### config.mk
export PLATFORM = sky130hd
export DESIGN_NAME = i2s_tx
export DESIGN_NICKNAME = d
export VERILOG_FILES = /design/src/rtl/i2s_tx.sv
export SDC_FILE = /design/constraint.sdc
export NUM_CORES = 1
export LEC_CHECK = 0
export ABC_AREA = 1
export BUFFER_PORTS_ARGS = -buffer_cell sky130_fd_sc_hd__clkbuf_2
export CAP_MARGIN = 40
export CORE_MARGIN = 5
export CORE_UTILIZATION = 45
export DETAILED_ROUTE_END_ITERATION = 12
export GPL_TIMING_DRIVEN = 0
export HOLD_SLACK_MARGIN = 0.03
export PLACE_DENSITY_LB_ADDON = 0.3
export SKIP_CTS_REPAIR_TIMING = 1
export SYNTH_ARGS = -nofsm -noshare
export SYNTH_HDL_FRONTEND = slang
export SYNTH_SLANG_ARGS = --single-unit
### constraint.sdc
create_clock -name clk -period 4.4 [get_ports clk]
set_input_delay 0.88 -clock clk [delete_from_list [all_inputs] [get_ports clk]]
set_output_delay 0.88 -clock clk [all_outputs]
set_load 0.01 [all_outputs]
### src/rtl/i2s_tx.sv
// i2s_tx: I2S bus-master transmitter with standard (one-bit delay) or left-justified framing.
// Derives the bit clock from clk and serialises left/right sample pairs MSB first.
module i2s_tx #(
  parameter int DW       = 16,
  parameter int HALF_DIV = 4
) (
  input  logic          clk,
  input  logic          rst,
  input  logic          enable,
  input  logic          ws_align,
  input  logic [DW-1:0] din_left,
  input  logic [DW-1:0] din_right,
  input  logic          din_valid,
  output logic          din_ready,
  output logic          i2s_clk,
  output logic          i2s_ws,
  output logic          i2s_din,
  output logic          frame_start,
  output logic          underrun
);

  localparam int FW = 2 * DW;
  localparam int CW = (HALF_DIV > 1) ? $clog2(HALF_DIV) : 1;
  localparam int BW = $clog2(FW);

  typedef enum logic [1:0] {IDLE, RUN, DRAIN} state_t;

  state_t        state_reg, state_next;
  logic [CW-1:0] div_cnt_reg, div_cnt_next;
  logic [BW-1:0] bit_reg, bit_next;
  logic          sclk_reg, sclk_next;
  logic          ws_reg, ws_next;
  logic          sd_reg, sd_next;
  logic          fs_reg, fs_next;
  logic          ur_reg, ur_next;
  logic [FW-1:0] hold_reg, hold_next;
  logic          full_reg, full_next;
  logic [FW-1:0] shift_reg, shift_next;
  // Whole pair of the current frame, replayed on underrun and source of the carried-over LSB.
  logic [FW-1:0] frame_reg, frame_next;
  logic          align_reg, align_next;

  logic          tc;
  logic          fall;
  logic          accept;
  logic          load;
  logic [FW-1:0] load_data;
  logic [BW-1:0] bit_inc;

  assign tc        = (div_cnt_reg == CW'(HALF_DIV - 1));
  assign fall      = tc & sclk_reg;
  assign accept    = din_valid & ~full_reg;
  assign load_data = full_reg ? hold_reg : frame_reg;
  assign bit_inc   = bit_reg + BW'(1);

  always_comb begin
    state_next   = state_reg;
    div_cnt_next = div_cnt_reg;
    bit_next     = bit_reg;
    sclk_next    = sclk_reg;
    ws_next      = ws_reg;
    sd_next      = sd_reg;
    fs_next      = 1'b0;
    ur_next      = 1'b0;
    shift_next   = shift_reg;
    frame_next   = frame_reg;
    align_next   = align_reg;
    load         = 1'b0;

    case (state_reg)
      IDLE: begin
        div_cnt_next = '0;
        sclk_next    = 1'b0;
        bit_next     = '0;
        ws_next      = 1'b0;
        sd_next      = 1'b0;
        if (enable) begin
          load       = 1'b1;
          state_next = RUN;
        end
      end
      RUN, DRAIN: begin
        if (tc) begin
          div_cnt_next = '0;
          sclk_next    = ~sclk_reg;
        end else begin
          div_cnt_next = div_cnt_reg + CW'(1);
        end
        if (fall) begin
          if (state_reg == DRAIN) begin
            state_next = IDLE;
            ws_next    = 1'b0;
            sd_next    = 1'b0;
          end else if (bit_reg == BW'(FW - 1)) begin
            bit_next = '0;
            if (enable) begin
              load = 1'b1;
            end else if (align_reg) begin
              state_next = IDLE;
              ws_next    = 1'b0;
              sd_next    = 1'b0;
            end else begin
              // Standard framing still owes the right LSB one slot after the frame.
              state_next = DRAIN;
              ws_next    = 1'b0;
              sd_next    = frame_reg[0];
            end
          end else begin
            bit_next   = bit_inc;
            ws_next    = (bit_inc >= BW'(DW));
            sd_next    = align_reg ? shift_reg[FW-2] : shift_reg[FW-1];
            shift_next = shift_reg << 1;
          end
        end
      end
      default: begin
        state_next = IDLE;
      end
    endcase

    if (load) begin
      shift_next = load_data;
      frame_next = load_data;
      align_next = ws_align;
      fs_next    = 1'b1;
      ur_next    = ~full_reg;
      bit_next   = '0;
      ws_next    = 1'b0;
      sd_next    = ws_align ? load_data[FW-1]
                            : ((state_reg == IDLE) ? 1'b0 : frame_reg[0]);
    end
  end

  // A pair arriving in the load cycle is stored after the load has taken the old contents.
  assign full_next = accept ? 1'b1 : (load ? 1'b0 : full_reg);
  assign hold_next = accept ? {din_left, din_right} : hold_reg;

  always_ff @(posedge clk or posedge rst) begin
    if (rst) begin
      state_reg   <= IDLE;
      div_cnt_reg <= '0;
      bit_reg     <= '0;
      sclk_reg    <= 1'b0;
      ws_reg      <= 1'b0;
      sd_reg      <= 1'b0;
      fs_reg      <= 1'b0;
      ur_reg      <= 1'b0;
      hold_reg    <= '0;
      full_reg    <= 1'b0;
      shift_reg   <= '0;
      frame_reg   <= '0;
      align_reg   <= 1'b0;
    end else begin
      state_reg   <= state_next;
      div_cnt_reg <= div_cnt_next;
      bit_reg     <= bit_next;
      sclk_reg    <= sclk_next;
      ws_reg      <= ws_next;
      sd_reg      <= sd_next;
      fs_reg      <= fs_next;
      ur_reg      <= ur_next;
      hold_reg    <= hold_next;
      full_reg    <= full_next;
      shift_reg   <= shift_next;
      frame_reg   <= frame_next;
      align_reg   <= align_next;
    end
  end

  assign din_ready   = ~full_reg;
  assign i2s_clk     = sclk_reg;
  assign i2s_ws      = ws_reg;
  assign i2s_din     = sd_reg;
  assign frame_start = fs_reg;
  assign underrun    = ur_reg;

endmodule

After elaboration in Yosys (flattened, before gate mapping)
Cells that the tools add are included.
{"block": "classes", "n_addsub": 2, "magnitude_cmp": 1, "eq_ne": 14, "muxes": 47, "bitwise": 4, "n_reduce_logical": 12}
{"cell": "$mux W32", "count": 6}
{"cell": "$mux W1", "count": 23}
{"cell": "$mux W5", "count": 4}
{"cell": "$mux W2", "count": 7}
{"cell": "$ne A3 B3 Y1 const B", "count": 4}
{"cell": "$ne A2 B2 Y1 const B", "count": 5}
{"cell": "$pmux W5 S2", "count": 1}
{"cell": "$pmux W1 S2", "count": 4}
{"cell": "$pmux W2 S2", "count": 2}
{"cell": "$reduce_and A4 Y1", "count": 2}
{"cell": "$reduce_bool A2 Y1", "count": 4}
{"cell": "$reduce_and A3 Y1", "count": 2}
{"cell": "$add A5 B1 Y5 const B", "count": 1}
{"cell": "$eq A5 B5 Y1 const B", "count": 1}
{"cell": "$ge A5 B5 Y1 const B", "count": 1}
{"cell": "$ne A5 B5 Y1 const B", "count": 1}
{"cell": "$eq A2 B2 Y1 const B", "count": 2}
{"cell": "$reduce_bool A3 Y1", "count": 1}
{"cell": "$add A2 B1 Y2 const B", "count": 1}
{"cell": "$and A1 B1 Y1", "count": 2}
{"cell": "$eq A2 B1 Y1 const B", "count": 1}
{"cell": "$logic_not A2 Y1", "count": 1}
{"cell": "$not A1 Y1", "count": 2}
{"cell": "$reduce_and A2 Y1", "count": 1}
{"cell": "$reduce_or A2 Y1", "count": 1}
{"block": "word_totals", "register_bits": 112, "input_bits": 37, "output_inout_bits": 6, "word_cells": 93}

Logic depth before layout (Yosys ltp)
Gate-level depths: netlist of run 1.
{"block": "depth", "word_depth": 7, "ltp_mapped": 13, "depth_no_buf": 12}

Worst setup path before layout of run 1
No wires, ideal clock.
{"block": "synth_timing", "kind": "register to register", "start": "register bit_reg[0]", "end": "register shift_reg[13]", "arrival_time_ns": 1.824, "t_required_ns": 4.283, "setup_slack_ns": 2.459, "path_stages_with_launch": 14, "period_less_slack_ns": 1.941, "cell_sequence": "dfrtp_1 ha_1 nand2_1 nor2_1 ha_1 nand3_1 o21ai_2 nand2_2 buf_4 buf_2 nand2_1 nand2_1 nand3_1 nand2_1"}
{"block": "synth_via", "elab_chain_len": 7, "word_cells_on_any_way": 11, "classes_between": "3 x eq/ne; 5 x mux; 3 x reduce/logical"}
{"element": "start: declaration", "line": "30", "text": "logic [BW-1:0] bit_reg, bit_next;"}
{"element": "start signal: assignment", "line": "156", "text": "bit_reg <= bit_next;"}
{"element": "$eq A5 B5 Y1 (*)", "line": "94", "text": "end else if (bit_reg == BW'(FW - 1)) begin"}
{"element": "$mux W1", "line": "94"}
{"element": "$mux W1", "line": "90", "text": "if (state_reg == DRAIN) begin"}
{"element": "$mux W1", "line": "89", "text": "if (fall) begin"}
{"element": "$pmux W1 S2", "line": "70", "text": "case (state_reg)"}
{"element": "$ne A2 B2 Y1 (no line) or $reduce_bool A2 Y1 (tied branches)"}
{"element": "$reduce_and A4 Y1 (no line)"}
{"element": "end signal: assignment", "line": "164", "text": "shift_reg <= shift_next;"}
{"element": "end: declaration", "line": "38", "text": "logic [FW-1:0] shift_reg, shift_next;"}
Every way passes the cells marked *; elsewhere a longest branch is shown, timed or not.
A chain may end at the register's enable or synchronous reset.

Final worst setup path of run 1
Same ends and word-level chain as after synthesis.

==> metrics, run 1 <==
Setup violations, final=0; global-route wire length before repair=20.0 mm; FP Rows=39; reg2reg setup slack=~1.9 ns; most common cell in the netlist=nand2_1; RR Startpoint=bit_reg[0]; ys async rst share=1.00; CTS root buf=clkbuf_16; syn_nets=between 600 and 700; die area=0.0138 mm²; clock slew at reported path FFs=0.07 ns; global route overflow=0; Final Cycle Share=0.560; Clk Latency, worst-skew pair=around 0.35 ns; clock share of power=0.198; Core Box Area=0.0114 mm²; Post-synth EDFFs=0; Yosys top cell by area=dfrtp_1; Max Clock Freq=about 0.41 GHz; CTS tree=built; Synth top area share=0.541; Avg Inst Size Synth=~9 µm²; clock buffer depth=2; drt pass-1 iters=7; Ys Warns=0; Fill cells=1034; Finished Core Util=0.520; RSZ-0062 raised after global routing=false; beginning of the worst hold path=shift_reg[7]; Highest Signal Layer=met4; logic gate share of total power=0.408; Yosys reg bits=about 110; Worst Hold Class=reg -> reg; Yosys cell types=26; GRT Util Overall=0.175; synthesized area=0.00518 mm²; Worst Hold End=shift_reg[7]; commonest cells in the synthesized netlist=nand2_1 (187), dfrtp_1 (112), nand3_1 (71); post-layout net count=between 600 and 700; initial antenna violation count=0; Power Density=roughly 730 mW/mm²; routed wl met3=between 500 and 600 µm; Seq pwr share=0.394; critical path arrival=between 2 and 3 ns; Met2 Routed Length=5.57 mm; Worst Path Required=4.69 ns; antenna cells=0; IO Count=43; residual DRC count=0; largest net degree at the start of global routing=63; Max IR drop VDD=0.267 mV; largest cells by area after synthesis=dfrtp_1 (54%), nand2_1 (14%), mux2_2 (6.9%); Vias=4216; DR WL/cell=between 10 and 15 µm; Setup Skew=0.00715 ns; CP endpoint kind=flop; Int Power=2630 µW; Slew HR=0.557; switch share=0.394; max-cap violation count=0; most used flip-flop cell after synthesis=dfrtp_1; Starting DRT DRC Count=219; Worst setup SP type=flop; Avg Vias per Cell=5.32; Layout area overhead=13.9%; Least-Margin Pin Slew=around 0.66 ns; cells after synthesis=around 590; number of global-route vias before repair=4061; Final Max Slew Viols=0; leakage=0.00306 µW; Seq/Total Area, Yosys=0.541; H-tree depth=3; share of cells above drive strength 1=0.185; Die W=117 µm; M1 wire length=approximately 5.4 mm; CTS Buf Count=9; Die Ht=117 µm; crit path kind=reg -> reg; R2R Path End=shift_reg[13]; drt total wl=11.7 mm; CP max FO=10; outcome=completed; port buffer count=42; hold depth=2; final hold viol count=0; GPL Wtd Cong=0.817; Period minus WS final=2.46 ns; R2R cell count=11; Antenna Nets Post-Route=0; hpwl dp=about 8 mm; Sw Pwr=1710 µW; Pwr Total=about 4300 µW; CTS Sinks=112; initial core utilization=0.456
-- worst max path at each step --
stage,from,end,slack (ns)
finish,bit_reg[0],shift_reg[13],1.94
floorplan,rst,align_reg,0.56
global route,bit_reg[0],shift_reg[7],1.66
CTS,bit_reg[0],frame_reg[25],1.94
global placement,rst,hold_reg[22],-0.72
detailed placement,bit_reg[0],shift_reg[6],1.98
-- area by class of cell --
| cell class | instances | area, µm² | share of cell area |
|---|---|---|---|
| Clock inverter | 3 | 67.6 | 0.0114 |
| Inverter | 46 | 175 | 0.0296 |
| Timing Repair Buffer | 43 | 238 | 0.0402 |
| Multi-Input combinational cell | 400 | 2040 | 0.346 |
| Tap cell | 143 | 179 | 0.0303 |
| Sequential cell | 112 | 2800 | 0.474 |
| Clock buffer | 12 | 236 | 0.0400 |
| Buffer | 34 | 165 | 0.0280 |
-- power by group through the flow --
stage | logic [µW] | registers, µW | clock network [µW]
floorplan | 1340 | 1660 | 0
CTS | 1780 | 1710 | 870
detailed placement | 1760 | 1720 | 0
global placement | 1690 | 1710 | 0
global route | 2040 | 1760 | 905
finish | 1770 | 1710 | 856
-- stage by stage --
stage | cells | hold WS (ns) | cell area [µm²] | TNS (ns) | setup slack [ns]
6_report | 793 | 0.481 | 5910 | 0 | 1.94
5_1_grt | 793 | 0.498 | 5910 | 0 | 1.66
4_1_cts | 793 | 0.484 | 5910 | 0 | 1.94
3_5_place_dp | 778 | 0.466 | 5600 | 0 | 1.98
3_3_place_gp | 777 | 0.462 | 5570 | -79.00 | -0.715
2_1_floorplan | 592 | 0.442 | 5180 | 0 | 0.561
-- critical path, cell delays in order, from the launching register on --
cell	delay [ns]
dfrtp_1	0.39
ha_1	0.20
nand2_1	0.06
nor2_1	0.10
ha_1	0.26
nand3_1	0.13
o21ai_2	0.29
clkbuf_1	0.49
nand3_1	0.21
nand2_1	0.12
nand3_1	0.08
nand2_1	0.07
-- placed cells by master (no fill, tap or decap), types with 2 or more instances in the layout --
cell	n
a21oi_1	6
inv_2	2
clkbuf_16	9
nand3_1	71
clkbuf_1	14
ha_1	6
nand3_2	2
o21ai_0	69
nand2_2	2
a21oi_2	2
o211ai_1	3
inv_1	42
buf_2	21
mux2_2	32
o21ai_1	6
nor2_1	8
nand2_1	187
clkbuf_2	42
dfrtp_1	112
bufinv_16	2
-- layer usage --
metal / GRT usage / up-vias
li1: - / 2040
met1: 0.232 / 2061
met2: 0.285 / 98
met3: 0.0294 / 17
met4: 0.0703 / 0
met5: 0 / -
-- kinds of logic after synthesis --
family | Yosys count | synth area share
buffers and inverters | 80 | 0.0652
adders and majority gates | 6 | 0.0145
and+or+nand+nor | 272 | 0.219
DFF | 112 | 0.541
AOI/OAI and AO/OA | 90 | 0.0917
muxes | 32 | 0.0695
Note: power is estimated with default switching activity, not from simulation.
==> inputs of run 2 (changes only) <==
Clock period 4.4 ns to 1.95 ns, I/O delays scaled along.
==> run 2 against run 1 <==
Effect of this change: the run now ends with negative setup slack left; worst setup slack worse by 2.1 ns; clock skew down 0.0016 ns; sequential power rose by 130%; combinational power up 150%; wire length rose by 0.93%; clock power up 120%; global-route usage increased by 0.15 points; via count rose by 1.0%; non-clock buffer count rose by 10; critical endpoint is now shift_reg[23]; highest routed layer unchanged.
==> metrics, run 2 (synthesis gave the netlist of run 1 again) <==
DR WL/cell=14.7 µm (-0.32%); Die W=117 µm (unchanged); IO Count=43 (unchanged); Clk Latency, worst-skew pair=0.35 ns (about the same); CP max FO=9 (-1); drt total wl=11.8 mm (+0.93%); CTS Sinks=112 (unchanged); leakage=0.00316 µW (+3.3%); Antenna Nets Post-Route=0 (unchanged); Avg Vias per Cell=5.30 (-0.24%); Least-Margin Pin Slew=0.597 ns (-0.0679 ns); Vias=4259 (+1.0%); final hold viol count=0 (unchanged); register area=0.00280 mm² (unchanged); Setup violations, final=71 (+71); Max Clock Freq=0.482 GHz (+19%); Slew HR=0.602 (+0.0453); Layout area overhead=19.4%; Final Cycle Share=1.06 (+0.504); die area=0.0138 mm² (unchanged); CTS root buf=clkbuf_16; global route overflow=0 (unchanged); Starting DRT DRC Count=176 (-20%); most common cell after layout, fill and taps aside=nand2_1; Crit path top cell by count=nand2_1; failing checks=negative setup slack; Worst setup SP type=flop; Period minus WS final=2.08 ns (-0.388 ns); residual DRC count=0 (unchanged); Fill cells=1033 (-0.097%); hpwl dp=8.14 mm (+1.4%); crit path cell chain=ha_2, nand2_1, nor2_1, ha_2, nand3_2, o21ai_4, nand2_4, buf_12, buf_4, nand2_1, nand2_1, nand3_1, nand2_1; number of global-route vias before repair=4292 (+5.7%); Multi-input gate area=0.00211 mm² (+3.2%); RSZ-0062 raised after global routing=true; Worst Hold Class=in -> reg; post-layout net count=699 (+1.5%); Finished Core Util=0.545 (+0.0251); Core Box Area=0.0114 mm² (unchanged); slowest stage delay, CP=0.38 ns (-0.11 ns); H-tree depth=3 (unchanged); antenna cells=0 (unchanged); Power Density=1630 mW/mm² (+120%); critical path arrival=2.32 ns (-0.43 ns); Worst Path Required=2.19 ns (-2.50 ns); CTS Buf Count=9 (unchanged); clock buffer depth=2 (unchanged); max-cap violation count=0 (unchanged); Final Max Slew Viols=0 (unchanged); initial core utilization=0.456 (unchanged); worst setup margin=-0.125 ns (-2.06 ns); CP endpoint kind=flop; port buffer count=42 (unchanged); FP Rows=39 (unchanged); CTS tree=built; most frequent cells in the layout=nand2_1 (182), dfrtp_1 (112), nand3_1 (68); initial antenna violation count=0 (unchanged); delay-heaviest family, CP=simple AND/OR/NAND/NOR gates; largest net degree at the start of global routing=40 (-37%); GPL Wtd Cong=0.806 (-1.3%); slowest cell on the critical path=dfrtp_1; drt pass-1 iters=4 (-3); Setup Skew=0.00556 ns (-0.00159 ns); Max IR drop VDD=0.886 mV (+230%); crit path kind=reg -> reg; GRT Util Overall=0.176 (+0.00146); pre-CTS setup slack=-0.473 ns (-2.45 ns); clock slew at reported path FFs=0.07 ns (about the same); Buf/Inv on CP=2 (+1); global-route wire length before repair=20.4 mm (+2.2%); share of cells above drive strength 1=0.218 (+0.0336); Die Ht=117 µm (unchanged); outcome=finished, violations left
[run 2: changes by cell type in the layout (fill, tap and decap cells not counted), moves of 4 or more]
cell      delta
buf_2       -13
buf_4       +10
buf_6        +7
clkbuf_1     -5
nand2_1      -5
buf_12       +4
[run 2: power by group]
group,switching [µW],internal [µW]
Combinational,2650,1710
Clock,824,1060
Sequential,521,3350
Total,4000,6120
[run 2: final timing paths]
path / from / end / slack [ns] / depth (start not counted)
setup / recovery: bit_reg[0] / shift_reg[23] / -0.13 / 13
hold / removal: din_right[9] / hold_reg[9] / 0.27 / 2
setup reg to reg: bit_reg[0] / shift_reg[23] / -0.13 / 13
hold reg to reg: shift_reg[19] / shift_reg[19] / 0.48 / 2
max in group asynchronous: rst / hold_reg[25] / 0.84 / 5
min in group asynchronous: rst / frame_start / 0.45 / 3
[run 2: layer usage]
metal,vias to the layer above,routed length (µm),track usage
met5,-,0,0
met3,18,419,0.0313
li1,2064,-,-
met4,0,318,0.0834
met1,2082,5330,0.234
met2,95,5740,0.280
[run 2: final cells by class]
type,count,area share
Buffer,33,0.0418
Clock buffer,11,0.0408
Clock inverter,4,0.00869
Inverter,46,0.0289
Multi-Input combinational cell,400,0.341
Sequential cell,112,0.453
Tap cell,143,0.0289
Timing Repair Buffer,54,0.0578
[run 2: worst reg2reg max path, cell delays in order, from the launching register on]
cell     delay (ns)
dfrtp_1        0.38
ha_2           0.20
nand2_1        0.06
nor2_1         0.12
ha_2           0.24
nand3_2        0.10
o21ai_4        0.19
nand2_4        0.12
buf_12         0.17
buf_4          0.15
nand2_1        0.05
nand2_1        0.05
nand3_1        0.08
nand2_1        0.05
[run 2: per-stage QoR]
| stage | power, µW | setup TNS, ns | hold WS, ns | instances | instance area, µm² |
|---|---|---|---|---|---|
| 6_report | 10100 | -7.16 | 0.268 | 803 | 6190 |
| 5_1_grt | 11000 | -16.46 | 0.261 | 803 | 6190 |
| 4_1_cts | 9790 | -29.56 | -0.108 | 795 | 5940 |
| 2_1_floorplan | 6770 | 0 | 0.442 | 592 | 5190 |
| 3_5_place_dp | 7860 | -28.50 | 0.266 | 780 | 5640 |
| 3_3_place_gp | 7680 | -84.18 | 0.462 | 777 | 5580 |
